===== src/rtl/spi_sync_slave_if.sv =====
// Bus bundle for spi_sync_slave: SPI pins, mode select and the on-chip tx/rx handshake.
interface spi_sync_slave_if #(parameter int WIDTH = 8);
   logic             sclk;
   logic             cs;
   logic             MOSI;
   logic             MISO;
   logic             CPOL;
   logic             CPHA;
   logic [WIDTH-1:0] tx_data;
   logic             tx_load;
   logic             tx_ready;
   logic [WIDTH-1:0] rx_data;
   logic             rx_valid;
   logic             busy;

   modport slave (
      input  sclk, cs, MOSI, CPOL, CPHA, tx_data, tx_load,
      output MISO, tx_ready, rx_data, rx_valid, busy
   );

   modport master (
      output sclk, cs, MOSI, CPOL, CPHA, tx_data, tx_load,
      input  MISO, tx_ready, rx_data, rx_valid, busy
   );
endinterface


===== src/rtl/spi_sync_slave.sv =====
// SPI target oversampled in the clk domain; all four CPOL/CPHA modes, MSB-first frames.
//   state  | meaning
//   IDLE   | cs deasserted (synced); sclk edges ignored, MISO driven 0
//   ACTIVE | cs asserted; sample/shift on synced sclk edges, back-to-back frames allowed
module spi_sync_slave #(
   parameter int WIDTH       = 8,
   parameter int SYNC_STAGES = 2
) (
   input  logic             clk,
   input  logic             reset,
   spi_sync_slave_if.slave  bus
);
   localparam int CW = $clog2(WIDTH);

   typedef enum logic {IDLE, ACTIVE} state_t;

   logic [SYNC_STAGES-1:0] sclk_sync, cs_sync, mosi_sync;
   logic                   sclk_d;
   logic                   sclk_s, cs_s, mosi_s;

   state_t           state;
   logic             cpol_l, cpha_l;
   logic [CW-1:0]    bit_cnt;
   logic [WIDTH-1:0] rx_shift, tx_shift, tx_buf;
   logic [WIDTH-1:0] rx_data_q;
   logic             rx_pend, rx_valid_q;
   logic             tx_ready_q, miso_q, busy_q;

   logic lead_edge, trail_edge, sample_edge, shift_edge, load_now;

   always_ff @(posedge clk or posedge reset) begin
      if (reset) begin
         sclk_sync <= '0;
         cs_sync   <= '1;
         mosi_sync <= '0;
         sclk_d    <= 1'b0;
      end else begin
         sclk_sync <= {sclk_sync[SYNC_STAGES-2:0], bus.sclk};
         cs_sync   <= {cs_sync[SYNC_STAGES-2:0], bus.cs};
         mosi_sync <= {mosi_sync[SYNC_STAGES-2:0], bus.MOSI};
         sclk_d    <= sclk_sync[SYNC_STAGES-1];
      end
   end

   assign sclk_s = sclk_sync[SYNC_STAGES-1];
   assign cs_s   = cs_sync[SYNC_STAGES-1];
   assign mosi_s = mosi_sync[SYNC_STAGES-1];

   always_comb begin
      lead_edge   = (sclk_s != cpol_l) && (sclk_d == cpol_l);
      trail_edge  = (sclk_s == cpol_l) && (sclk_d != cpol_l);
      sample_edge = cpha_l ? trail_edge : lead_edge;
      shift_edge  = cpha_l ? lead_edge  : trail_edge;
      // CPHA=0 needs the MSB on MISO before the first edge, so load on select
      load_now    = ((state == IDLE)   && !cs_s && !bus.CPHA) ||
                    ((state == ACTIVE) && !cs_s && shift_edge && (bit_cnt == '0));
   end

   always_ff @(posedge clk or posedge reset) begin
      if (reset) begin
         state      <= IDLE;
         cpol_l     <= 1'b0;
         cpha_l     <= 1'b0;
         bit_cnt    <= '0;
         rx_shift   <= '0;
         tx_shift   <= '0;
         tx_buf     <= '0;
         rx_data_q  <= '0;
         rx_pend    <= 1'b0;
         rx_valid_q <= 1'b0;
         tx_ready_q <= 1'b1;
         miso_q     <= 1'b0;
         busy_q     <= 1'b0;
      end else begin
         rx_valid_q <= rx_pend;
         rx_pend    <= 1'b0;

         if (bus.tx_load && tx_ready_q) begin
            tx_buf     <= bus.tx_data;
            tx_ready_q <= 1'b0;
         end

         // Empty buffer means underrun: shift out zeros, a same-cycle tx_load fills the buffer
         if (load_now) begin
            if (!tx_ready_q) begin
               tx_shift   <= tx_buf;
               tx_ready_q <= 1'b1;
            end else begin
               tx_shift <= '0;
            end
         end

         case (state)
            IDLE: begin
               miso_q <= 1'b0;
               if (!cs_s) begin
                  state    <= ACTIVE;
                  busy_q   <= 1'b1;
                  cpol_l   <= bus.CPOL;
                  cpha_l   <= bus.CPHA;
                  bit_cnt  <= '0;
                  rx_shift <= '0;
               end
            end
            ACTIVE: begin
               miso_q <= tx_shift[WIDTH-1];
               if (cs_s) begin
                  state    <= IDLE;
                  busy_q   <= 1'b0;
                  miso_q   <= 1'b0;
                  bit_cnt  <= '0;
                  rx_shift <= '0;
                  tx_shift <= '0;
               end else if (sample_edge) begin
                  rx_shift <= {rx_shift[WIDTH-2:0], mosi_s};
                  if (bit_cnt == CW'(WIDTH-1)) begin
                     bit_cnt   <= '0;
                     rx_data_q <= {rx_shift[WIDTH-2:0], mosi_s};
                     rx_pend   <= 1'b1;
                  end else begin
                     bit_cnt <= bit_cnt + 1'b1;
                  end
               end else if (shift_edge && (bit_cnt != '0)) begin
                  tx_shift <= {tx_shift[WIDTH-2:0], 1'b0};
               end
            end
            default: state <= IDLE;
         endcase
      end
   end

   assign bus.MISO     = miso_q;
   assign bus.tx_ready = tx_ready_q;
   assign bus.rx_data  = rx_data_q;
   assign bus.rx_valid = rx_valid_q;
   assign bus.busy     = busy_q;
endmodule


===== src/flat_wrapper.sv =====
// flat-port wrapper written by rule: the top's interface ports become plain ports
module spi_sync_slave_flat 
#(
   parameter int WIDTH       = 8,
   parameter int SYNC_STAGES = 2
)
  (clk, reset, bus_sclk, bus_cs, bus_MOSI, bus_CPOL, bus_CPHA, bus_tx_data, bus_tx_load, bus_MISO, bus_tx_ready, bus_rx_data, bus_rx_valid, bus_busy);
  spi_sync_slave_if #(.WIDTH(WIDTH)) bus_i ();
  input  logic clk;
  input  logic reset;
  input wire logic [$bits(bus_i.sclk)-1:0] bus_sclk;
  input wire logic [$bits(bus_i.cs)-1:0] bus_cs;
  input wire logic [$bits(bus_i.MOSI)-1:0] bus_MOSI;
  input wire logic [$bits(bus_i.CPOL)-1:0] bus_CPOL;
  input wire logic [$bits(bus_i.CPHA)-1:0] bus_CPHA;
  input wire logic [$bits(bus_i.tx_data)-1:0] bus_tx_data;
  input wire logic [$bits(bus_i.tx_load)-1:0] bus_tx_load;
  output wire logic [$bits(bus_i.MISO)-1:0] bus_MISO;
  output wire logic [$bits(bus_i.tx_ready)-1:0] bus_tx_ready;
  output wire logic [$bits(bus_i.rx_data)-1:0] bus_rx_data;
  output wire logic [$bits(bus_i.rx_valid)-1:0] bus_rx_valid;
  output wire logic [$bits(bus_i.busy)-1:0] bus_busy;
  assign bus_i.sclk = bus_sclk;
  assign bus_i.cs = bus_cs;
  assign bus_i.MOSI = bus_MOSI;
  assign bus_i.CPOL = bus_CPOL;
  assign bus_i.CPHA = bus_CPHA;
  assign bus_i.tx_data = bus_tx_data;
  assign bus_i.tx_load = bus_tx_load;
  assign bus_MISO = bus_i.MISO;
  assign bus_tx_ready = bus_i.tx_ready;
  assign bus_rx_data = bus_i.rx_data;
  assign bus_rx_valid = bus_i.rx_valid;
  assign bus_busy = bus_i.busy;
  spi_sync_slave #(.WIDTH(WIDTH), .SYNC_STAGES(SYNC_STAGES)) u_core (.clk(clk), .reset(reset), .bus(bus_i));
endmodule

===== config.mk =====
export PLATFORM = sky130hd
export DESIGN_NAME = spi_sync_slave_flat
export DESIGN_NICKNAME = d
export VERILOG_FILES = /design/src/rtl/spi_sync_slave_if.sv /design/src/rtl/spi_sync_slave.sv /design/src/flat_wrapper.sv
export SDC_FILE = /design/constraint.sdc
export NUM_CORES = 1
export LEC_CHECK = 0
export CORE_AREA = 5 5 67 69
export CTS_BUF_LIST = sky130_fd_sc_hd__clkbuf_4
export DETAILED_ROUTE_END_ITERATION = 10
export DIE_AREA = 0 0 72 74
export GPL_ROUTABILITY_DRIVEN = 0
export GPL_TIMING_DRIVEN = 0
export HOLD_SLACK_MARGIN = 0.05
export PLACE_DENSITY = 0.79
export SLEW_MARGIN = 20
export SYNTH_ARGS = -nofsm -noshare
export SYNTH_HDL_FRONTEND = slang
export SYNTH_SLANG_ARGS = --single-unit

===== constraint.sdc =====
create_clock -name clk -period 2.4 [get_ports clk]
set_clock_uncertainty 0.2 [all_clocks]
set_input_delay 0.6 -clock clk [delete_from_list [all_inputs] [get_ports clk]]
set_output_delay 0.6 -clock clk [all_outputs]
set_load 0.005 [all_outputs]

[After elaboration in Yosys (flattened, before gate mapping)]
Index checks and enable logic that the tools add are counted.
Word-level totals
  register bits: 49
  input port bits: 16
  output and inout port bits: 12
Cells by class
  add/sub/neg operators: 1
  equal/unequal tests: 8
  multiplexer cells: 30
  bitwise logic cells: 2
  reductions and logical operators: 18
Operators by type and width (number)
  8-bit two-way mux: 6
  7-bit two-way mux: 3
  7-bit one-hot mux with 2 select lines: 1
  1-bit two-way mux: 13
  3-bit two-way mux: 4
  1-bit logical AND: 9
  3-bit one-hot mux with 2 select lines: 1
  2-bit AND reduction: 3
  1-bit one-hot mux with 2 select lines: 2
  4-bit AND reduction: 1
  3-bit by 1-bit adder with 3-bit output, second input constant: 1
  3-bit equality test, second input constant: 1
  3-bit logical NOT: 1
  3-bit by 2-bit != test with 1-bit output, second input constant: 1
  3-bit nonzero test: 1
  1-bit equality test: 2
  1-bit logical NOT: 2
  1-bit != test: 2
  2-bit by 1-bit != test with 1-bit output, second input constant: 1
  2-bit != test, second input constant: 1
  1-bit NOT: 2
  1-bit logical OR: 1

[Logic depth before layout (Yosys ltp)]
Gate-level depths: netlist of run 1.
  word-level depth: 11
  mapped depth: 8
  gate-level depth less buffers: 7

[Worst setup path before layout of run 1]
No wires, ideal clock.
  path kind: reg-to-reg
  start point: register u_core.cpol_l
  end point: register u_core.rx_data_q[0] (netlist: u_core.bus.rx_data[0])
  library setup time: 0.125 ns
  arrival: 1.528 ns
  required time: 2.075 ns
  slack: 0.547 ns
  stages on the path, launching flop included: 7
  buffers on the path: 1
  clock period less this slack: 1.853 ns
  path through: dfrtp_1 > xor2_1 > mux2i_1 > nor2b_4 > buf_6 > nand2_8 > mux2_4
On the way
  cells in the longest elaborated chain, start to end: 4
  elaborated cells on any way between the ends: 8
Ends and longest elaborated chain
  start: declaration: RTL line spi_sync_slave.sv:22  | logic cpol_l, cpha_l;
  start signal: assignment: RTL line spi_sync_slave.sv:99  | cpol_l <= bus.CPOL;
  1-bit != test (tied with other cells): RTL line spi_sync_slave.sv:50  | lead_edge = (sclk_s != cpol_l) && (sclk_d == cpol_l);
  1-bit logical AND (on tied branches): RTL line spi_sync_slave.sv:50, spi_sync_slave.sv:51
  1-bit two-way mux *: RTL line spi_sync_slave.sv:52  | sample_edge = cpha_l ? trail_edge : lead_edge;
  4-bit AND reduction (no source line) *
  end signal: assignment: RTL line spi_sync_slave.sv:118  | rx_data_q <= {rx_shift[WIDTH-2:0], mosi_s};
  end: declaration: RTL line spi_sync_slave.sv:25  | logic [WIDTH-1:0] rx_data_q;
Mark *: on every way between the ends. The rest lies on a longest branch, timed or not.
A chain may end at the register's enable or synchronous reset.

[Worst setup path after layout of run 1]
  start point: register u_core.tx_ready_q (netlist: u_core.bus.tx_ready)
  end point: output port bus_tx_ready
RTL lines
  start: declaration: RTL line spi_sync_slave.sv:27  | logic tx_ready_q, miso_q, busy_q;
  start signal: assignment: RTL line spi_sync_slave.sv:71  | tx_ready_q <= 1'b1;
  start signal: assignment: RTL line spi_sync_slave.sv:80  | tx_ready_q <= 1'b0;
  start signal: assignment: RTL line spi_sync_slave.sv:87  | tx_ready_q <= 1'b1;
  end: declaration: RTL line flat_wrapper.sv:19  | output wire logic [$bits(bus_i.tx_ready)-1:0] bus_tx_ready;
No word-level cell between the ends.

==> metrics, run 1 <==
worst r2r src=u_core.cpol_l; Post-CTS Setup Repair Bufs=0; vias=1216; ANT nets after route=0; drt first pass iters=4; worst vdd ir=0.362 mV; Die Ht=74 um; CP max stage delay=0.55 ns; # fillers=312; H-tree depth=2; Final Core Density=64.7%; core footprint=3860 um2; DRC Markers=0; CTS Buffer Depth=2; hold path startpoint=u_core.cs_sync[0]; Tightest Pin Transition=0.431 ns; Post-Syn Nets=170; Post-Route WL=3510 um; CP Data Required Time=1.60 ns; Worst path slowest cell=dfstp_2; Synth-to-Final Area Change=21.2%; Relative slew margins=71.1%; Slew Viols, Final=0; Final nets=205; status=finished clean; WHS Endpoint=u_core.cs_sync[1]; unrepaired setup endpoints after global routing=no; drt via density=5.17; Num CTS Buffers=5; initial antenna violation count=0; synthesized flop and latch total=49; Hold Path Class=reg -> reg; CP startpoint kind=flop; hpwl dp=2540 um; worst r2r path cells=6; Ys Warns=0; number of global-route vias before repair=1388; CP arrival=1.40 ns; CP bufs+invs=1; FMAX=0.455 GHz; hold buffer count at CTS=0; r2r setup slk=0.39 ns; crit path cell chain=clkdlybuf4s50_1; first-pass GRT wire length=6350 um; final setup violation count=0; cell area after synthesis=2060 um2; CP top delay family=flip-flops; Avg Synthesized Cell Area=13.8 um2; Die W=72 um; n_diodes=0; Final min period=2.20 ns; clock-pin slew on the worst setup and hold paths=0.14 ns; hold depth=0; period utilization=91.6%; pin count of the biggest net entering global routing=31; die area=5330 um2; P_leak=1.15 nW; worst slack at placement=0.341 ns; WHS=0.167 ns; TritonCTS clock tree=built; IO Port Bufs=27; io pins=28; final worst setup slack=0.202 ns; Post-CTS Resized=0; sequential-to-total area share from yosys stat=59.8%; Root Driver=clkbuf_4; layout cells sized above 1=25.9%; worst skew pair latency=0.36 ns; WS Path Type=reg -> out; pwr/cell area=762 nW/um2; total track usage=15.3%; Iter 0 DRT Violations=49; max cap viols=0; final hold violation count=0; total gr overflow=0; Yosys cell types=27; clk sinks=49; Initial Util=53.3%; Site Rows=23; total power=0.00190 W; WL/cell=14.9 um; CP endpoint kind=primary output; Mapped Cells=149; Reg2Reg Capture Point=u_core.bus.rx_data[3]; critical path peak fanout=2
[worst reg2reg max path, delay by kind of cell (launching register included)]
kind | cells | cell delay [ns]
buffers and inverters | 1 | 0.16
multiplexers | 2 | 0.58
flip-flops | 1 | 0.42
AND/OR/NAND/NOR | 2 | 0.27
XOR/XNOR | 1 | 0.27
[worst max path at each step]
stage | start | endpoint | slack (ns) | cells past startpoint
2_1_floorplan | reset | u_core.bit_cnt[0] | 0.43 | 1
5_1_grt | u_core.bus.tx_ready | bus_tx_ready | 0.15 | 1
6_report | u_core.bus.tx_ready | bus_tx_ready | 0.20 | 1
4_1_cts | u_core.bus.tx_ready | bus_tx_ready | 0.17 | 1
3_3_place_gp | reset | u_core.state | -0.39 | 2
3_5_place_dp | bus_CPHA | u_core.tx_shift[2] | 0.34 | 5
[Yosys cell counts (all sizes together)]
| cell | n | area (um2) |
|---|---|---|
| nand2 | 14 | 68.8 |
| o22ai | 1 | 12.5 |
| mux2i | 9 | 90.1 |
| inv | 8 | 30.0 |
| o21a | 1 | 7.51 |
| nor2 | 2 | 7.51 |
| o21ai | 10 | 50.1 |
| or2b | 2 | 15.0 |
| a22o | 9 | 88.8 |
| nor3 | 1 | 10.0 |
| and2 | 1 | 6.26 |
| buf | 4 | 32.5 |
| nor2b | 10 | 70.1 |
| xor2 | 1 | 8.76 |
| and3 | 1 | 6.26 |
| dfrtp | 46 | 1150 |
| mux2 | 19 | 248 |
| clkbuf | 1 | 3.75 |
| dfstp | 3 | 78.8 |
| o41ai | 1 | 8.76 |
| ha | 5 | 62.6 |
[cell families after synthesis]
group,synth area share (%)
DFF,59.8
muxes,16.4
buffers and inverters,3.22
and+or+nand+nor,8.94
xor gates and xnor gates,0.426
AOI/OAI and AO/OA,8.15
adders and majority gates,3.04
[routing by layer]
metal  track usage [%]  wire [um]  up-vias  share of wire, %
li1                  -          -      579                 -
met1              18.5       1490      605                42
met2              26.2       1810       24                51
met3              4.46        144        8               4.1
met4              5.64         70        0               2.0
met5                 0          0        -                 0
[cells in the final DEF (no fill, tap or decap), types with 2 or more instances in the layout]
master	count
dfstp_2	3
nand2_1	13
o21ai_0	2
mux2_4	9
or2b_1	2
buf_2	2
inv_1	7
mux2_2	10
clkdlybuf4s50_1	27
mux2i_1	9
a22o_2	8
clkbuf_4	5
dfrtp_1	46
o21ai_1	8
nor2b_1	9
ha_1	5
buf_6	2
nor2_1	2
[state kept, by name, summed over array words and instances, names as in the netlist, 2 cells and up]
signal and count:
u_core.tx_shift 8, u_core.mosi_sync 2, u_core.tx_buf 8, u_core.sclk_sync 2, u_core.cs_sync 2, u_core.bus.rx_data 8, u_core.rx_shift 7, u_core.bit_cnt 3
[through the flow]
stage	cell area (um2)	std cells	TNS, ns
3_3_place_gp	2390	226	-17.76
5_1_grt	2490	235	0
6_report	2490	235	0
3_5_place_dp	2410	227	0
2_1_floorplan	2060	149	0
4_1_cts	2490	235	0
[where the power goes]
part	total, W	internal (W)	switching [W]
clock	0.000487	0.000221	0.000266
combinational	0.000388	0.000218	0.000170
sequential	0.00103	0.000961	0.0000650
total	0.00190	0.00140	0.000501
[area by class of cell]
type                       count  area [um2]  share of cell area (%)
clock inverter                 3        46.3                    1.86
sequential                    49        1230                    49.3
timing repair buffer          28         290                    11.6
buffer                         5        36.3                    1.46
clock buffer                   5        37.5                    1.51
tap                           50        62.6                    2.51
inverter                       8        30.0                    1.20
multi-input combinational     87         761                    30.5
No activity file was read; power rests on OpenSTA's default activity.
==> run 2: changes to the inputs <==
--- a/config.mk
+++ b/config.mk
@@ -5,14 +5,16 @@
 export SDC_FILE = /design/constraint.sdc
 export NUM_CORES = 1
 export LEC_CHECK = 0
-export CORE_AREA = 5 5 67 69
+export CELL_PAD_IN_SITES_DETAIL_PLACEMENT = 1
+export CELL_PAD_IN_SITES_GLOBAL_PLACEMENT = 1
+export CORE_AREA = 5 5 73 75
 export CTS_BUF_LIST = sky130_fd_sc_hd__clkbuf_4
 export DETAILED_ROUTE_END_ITERATION = 10
-export DIE_AREA = 0 0 72 74
+export DIE_AREA = 0 0 78 80
 export GPL_ROUTABILITY_DRIVEN = 0
 export GPL_TIMING_DRIVEN = 0
 export HOLD_SLACK_MARGIN = 0.05
-export PLACE_DENSITY = 0.79
+export PLACE_DENSITY_LB_ADDON = 0.1
 export SLEW_MARGIN = 20
 export SYNTH_ARGS = -nofsm -noshare
 export SYNTH_HDL_FRONTEND = slang
==> constraint.sdc (replaced) <==
create_clock -name clk -period 2.2 [get_ports clk]
set_clock_uncertainty 0.2 [all_clocks]
set_input_delay 0.55 -clock clk [delete_from_list [all_inputs] [get_ports clk]]
set_output_delay 0.55 -clock clk [all_outputs]
set_load 0.005 [all_outputs]
==> run 2 against run 1 <==
Worst setup slack got worse by 0.023 ns; combinational power increased by 11%; global-route usage shrank 1.5 points; clock power grew 4.7%; largest cell class unchanged; largest power group unchanged; highest routed layer unchanged.
==> metrics, run 2 (same netlist as run 1, synthesis figures left out) <==
pwr/cell area=823 nW/um2 (+7.9%); Post-CTS Setup Repair Bufs=0 (unchanged); status=finished clean; Non-Filler Instances=239 (+1.7%); H-tree depth=2 (unchanged); worst r2r src=u_core.cpol_l; Root Driver=clkbuf_4; Num CTS Buffers=5 (unchanged); initial antenna violation count=0 (unchanged); hold buffer count at CTS=0 (unchanged); CP Data Required Time=2.25 ns (+0.65 ns); Final nets=205 (unchanged); Worst path slowest cell=dfrtp_1; FF/Latch Area=1230 um2 (unchanged); Internal=0.00152 W (+8.6%); die area=6240 um2 (+17%); Site Rows=25 (+8.7%); critical path capture point=u_core.bus.rx_data[0]; unrepaired setup endpoints after global routing=no; Synth-to-Final Area Change=21.7%; pin count of the biggest net entering global routing=29 (-6.5%); drt first pass iters=3 (-1); DRC Markers=0 (unchanged); number of global-route vias before repair=1398 (+0.72%); first-pass GRT wire length=6700 um (+5.4%); Post-Route WL=3930 um (+12%); Net Sw Frac=26.2% (-0.19 points); worst r2r path cells=6 (unchanged); Iter 0 DRT Violations=23 (-53%); most frequent cells in the layout=46 x dfrtp_1, 26 x clkdlybuf4s50_1, 13 x nand2_1, 10 x mux2_2; WL/cell=16.4 um (+10%); CP arrival=2.07 ns (+0.67 ns); Reg2Reg Capture Point=u_core.bus.rx_data[0]; Multi-input gate area=761 um2 (unchanged); crit path cell chain=xor2_1 > mux2i_1 > nor2b_4 > buf_6 > nand2_8 > mux2_4; CTS Buffer Depth=2 (unchanged); Final Core Density=54.4% (-10 points); total gr overflow=0 (unchanged); Hold Path Class=reg -> reg; commonest non-fill, non-tap cell in the layout=dfrtp_1; WHS=0.166 ns (-0.00119 ns); CP max stage delay=0.41 ns (-0.14 ns); Die Ht=80 um (+8.1%); worst vdd ir=0.450 mV (+24%); FMAX=0.495 GHz; # fillers=472 (+51%); drt via density=5.08 (-1.8%); Tightest Pin Transition=0.626 ns (+0.195 ns); Stages on worst setup path=6 (+5); IO Port Bufs=27 (unchanged); layout cells sized above 1=25.4% (-0.54 points); CP top delay family=multiplexers; ANT nets after route=0 (unchanged); period utilization=91.9%; Die W=78 um (+8.3%); CP endpoint kind=flop; clk sinks=49 (unchanged); vias=1215 (-0.082%); CP bufs+invs=1 (unchanged); final setup violation count=0 (unchanged); P_leak=1.16 nW (+1.0%); max cap viols=0 (unchanged); hpwl dp=2940 um (+15%); Final min period=2.02 ns; combinational share of power=20.9% (+0.5 points); Initial Util=44.7% (-8.6 points); Psw=0.000539 W (+7.5%); n_diodes=0 (unchanged); TritonCTS clock tree=built; critical path peak fanout=10 (+8); total track usage=13.8% (-1.5 points); final hold violation count=0 (unchanged); crit path launch=u_core.cpol_l; total power=0.00206 W (+8.3%); hold depth=0 (unchanged); Slew Viols, Final=0 (unchanged); WS Path Type=reg -> reg; worst skew pair latency=0.36 ns (about the same); clock-pin slew on the worst setup and hold paths=0.13 ns (about the same); CP startpoint kind=flop; io pins=28 (unchanged); Clock power frac=24.7% (-0.9 points); Relative slew margins=58.2% (-13 points); Seq pwr share=54.4% (+0.4 points); r2r setup slk=0.18 ns (-0.21 ns); Placed Instances=231 (+1.8%); core footprint=4600 um2 (+19%)
==> run 2: cell count changes in the layout (fill, tap and decap cells not counted) <==
| cell | before | now |
|---|---|---|
| buf_12 | 1 | 0 |
| buf_16 | 0 | 1 |
| clkdlybuf4s50_1 | 27 | 26 |
| clkinv_1 | 0 | 1 |
| clkinv_4 | 1 | 0 |
| dlymetal6s2s_1 | 0 | 1 |
==> run 2: worst min path at each step <==
stage | endpoint | slack, ns | from
2_1_floorplan | u_core.bus.rx_valid | 0.13 | u_core.rx_pend
3_3_place_gp | u_core.sclk_sync[1] | 0.14 | u_core.sclk_sync[0]
3_5_place_dp | u_core.bus.rx_valid | 0.15 | u_core.rx_pend
4_1_cts | u_core.sclk_sync[1] | 0.17 | u_core.sclk_sync[0]
5_1_grt | u_core.cs_sync[1] | 0.18 | u_core.cs_sync[0]
6_report | u_core.sclk_sync[1] | 0.17 | u_core.sclk_sync[0]
==> run 2: what timing repair did <==
action,in CTS,in global routing
gates resized for setup,0,1
hold endpoints to repair,0,0
setup endpoints to repair,0,1
==> run 2: power by group through the flow <==
stage          clock [W]  combinational [W]  sequential, W
2_1_floorplan          0           0.000311        0.00112
3_3_place_gp           0           0.000409        0.00113
3_5_place_dp           0           0.000443        0.00114
4_1_cts         0.000533           0.000446        0.00112
5_1_grt         0.000568           0.000480        0.00114
6_report        0.000510           0.000430        0.00112
==> run 2: per-stage QoR <==
step / cell area (um2) / setup WS [ns] / TNS (ns)
final: 2500 / 0.178 / 0
after global placement: 2390 / -0.567 / -26.56
after global routing: 2500 / 0.0606 / 0
after floorplan: 2060 / 0.282 / 0
after CTS: 2500 / 0.0133 / 0
after detailed placement: 2420 / 0.176 / 0
==> run 2: metal layers <==
| layer | global-route usage (%) | part of all wire [%] |
|---|---|---|
| met4 | 5.07 | 1.5 |
| met1 | 16.5 | 43 |
| met2 | 23.4 | 52 |
| met5 | 0 | 0 |
| met3 | 4.29 | 3.7 |
==> run 2: layout make-up <==
class                      instances  area share [%]
tap                               54            2.70
clock inverter                     3            1.65
buffer                             5            1.45
multi-input combinational         87            30.4
timing repair buffer              28            12.0
clock buffer                       5            1.50
sequential                        49            49.1
inverter                           8            1.20
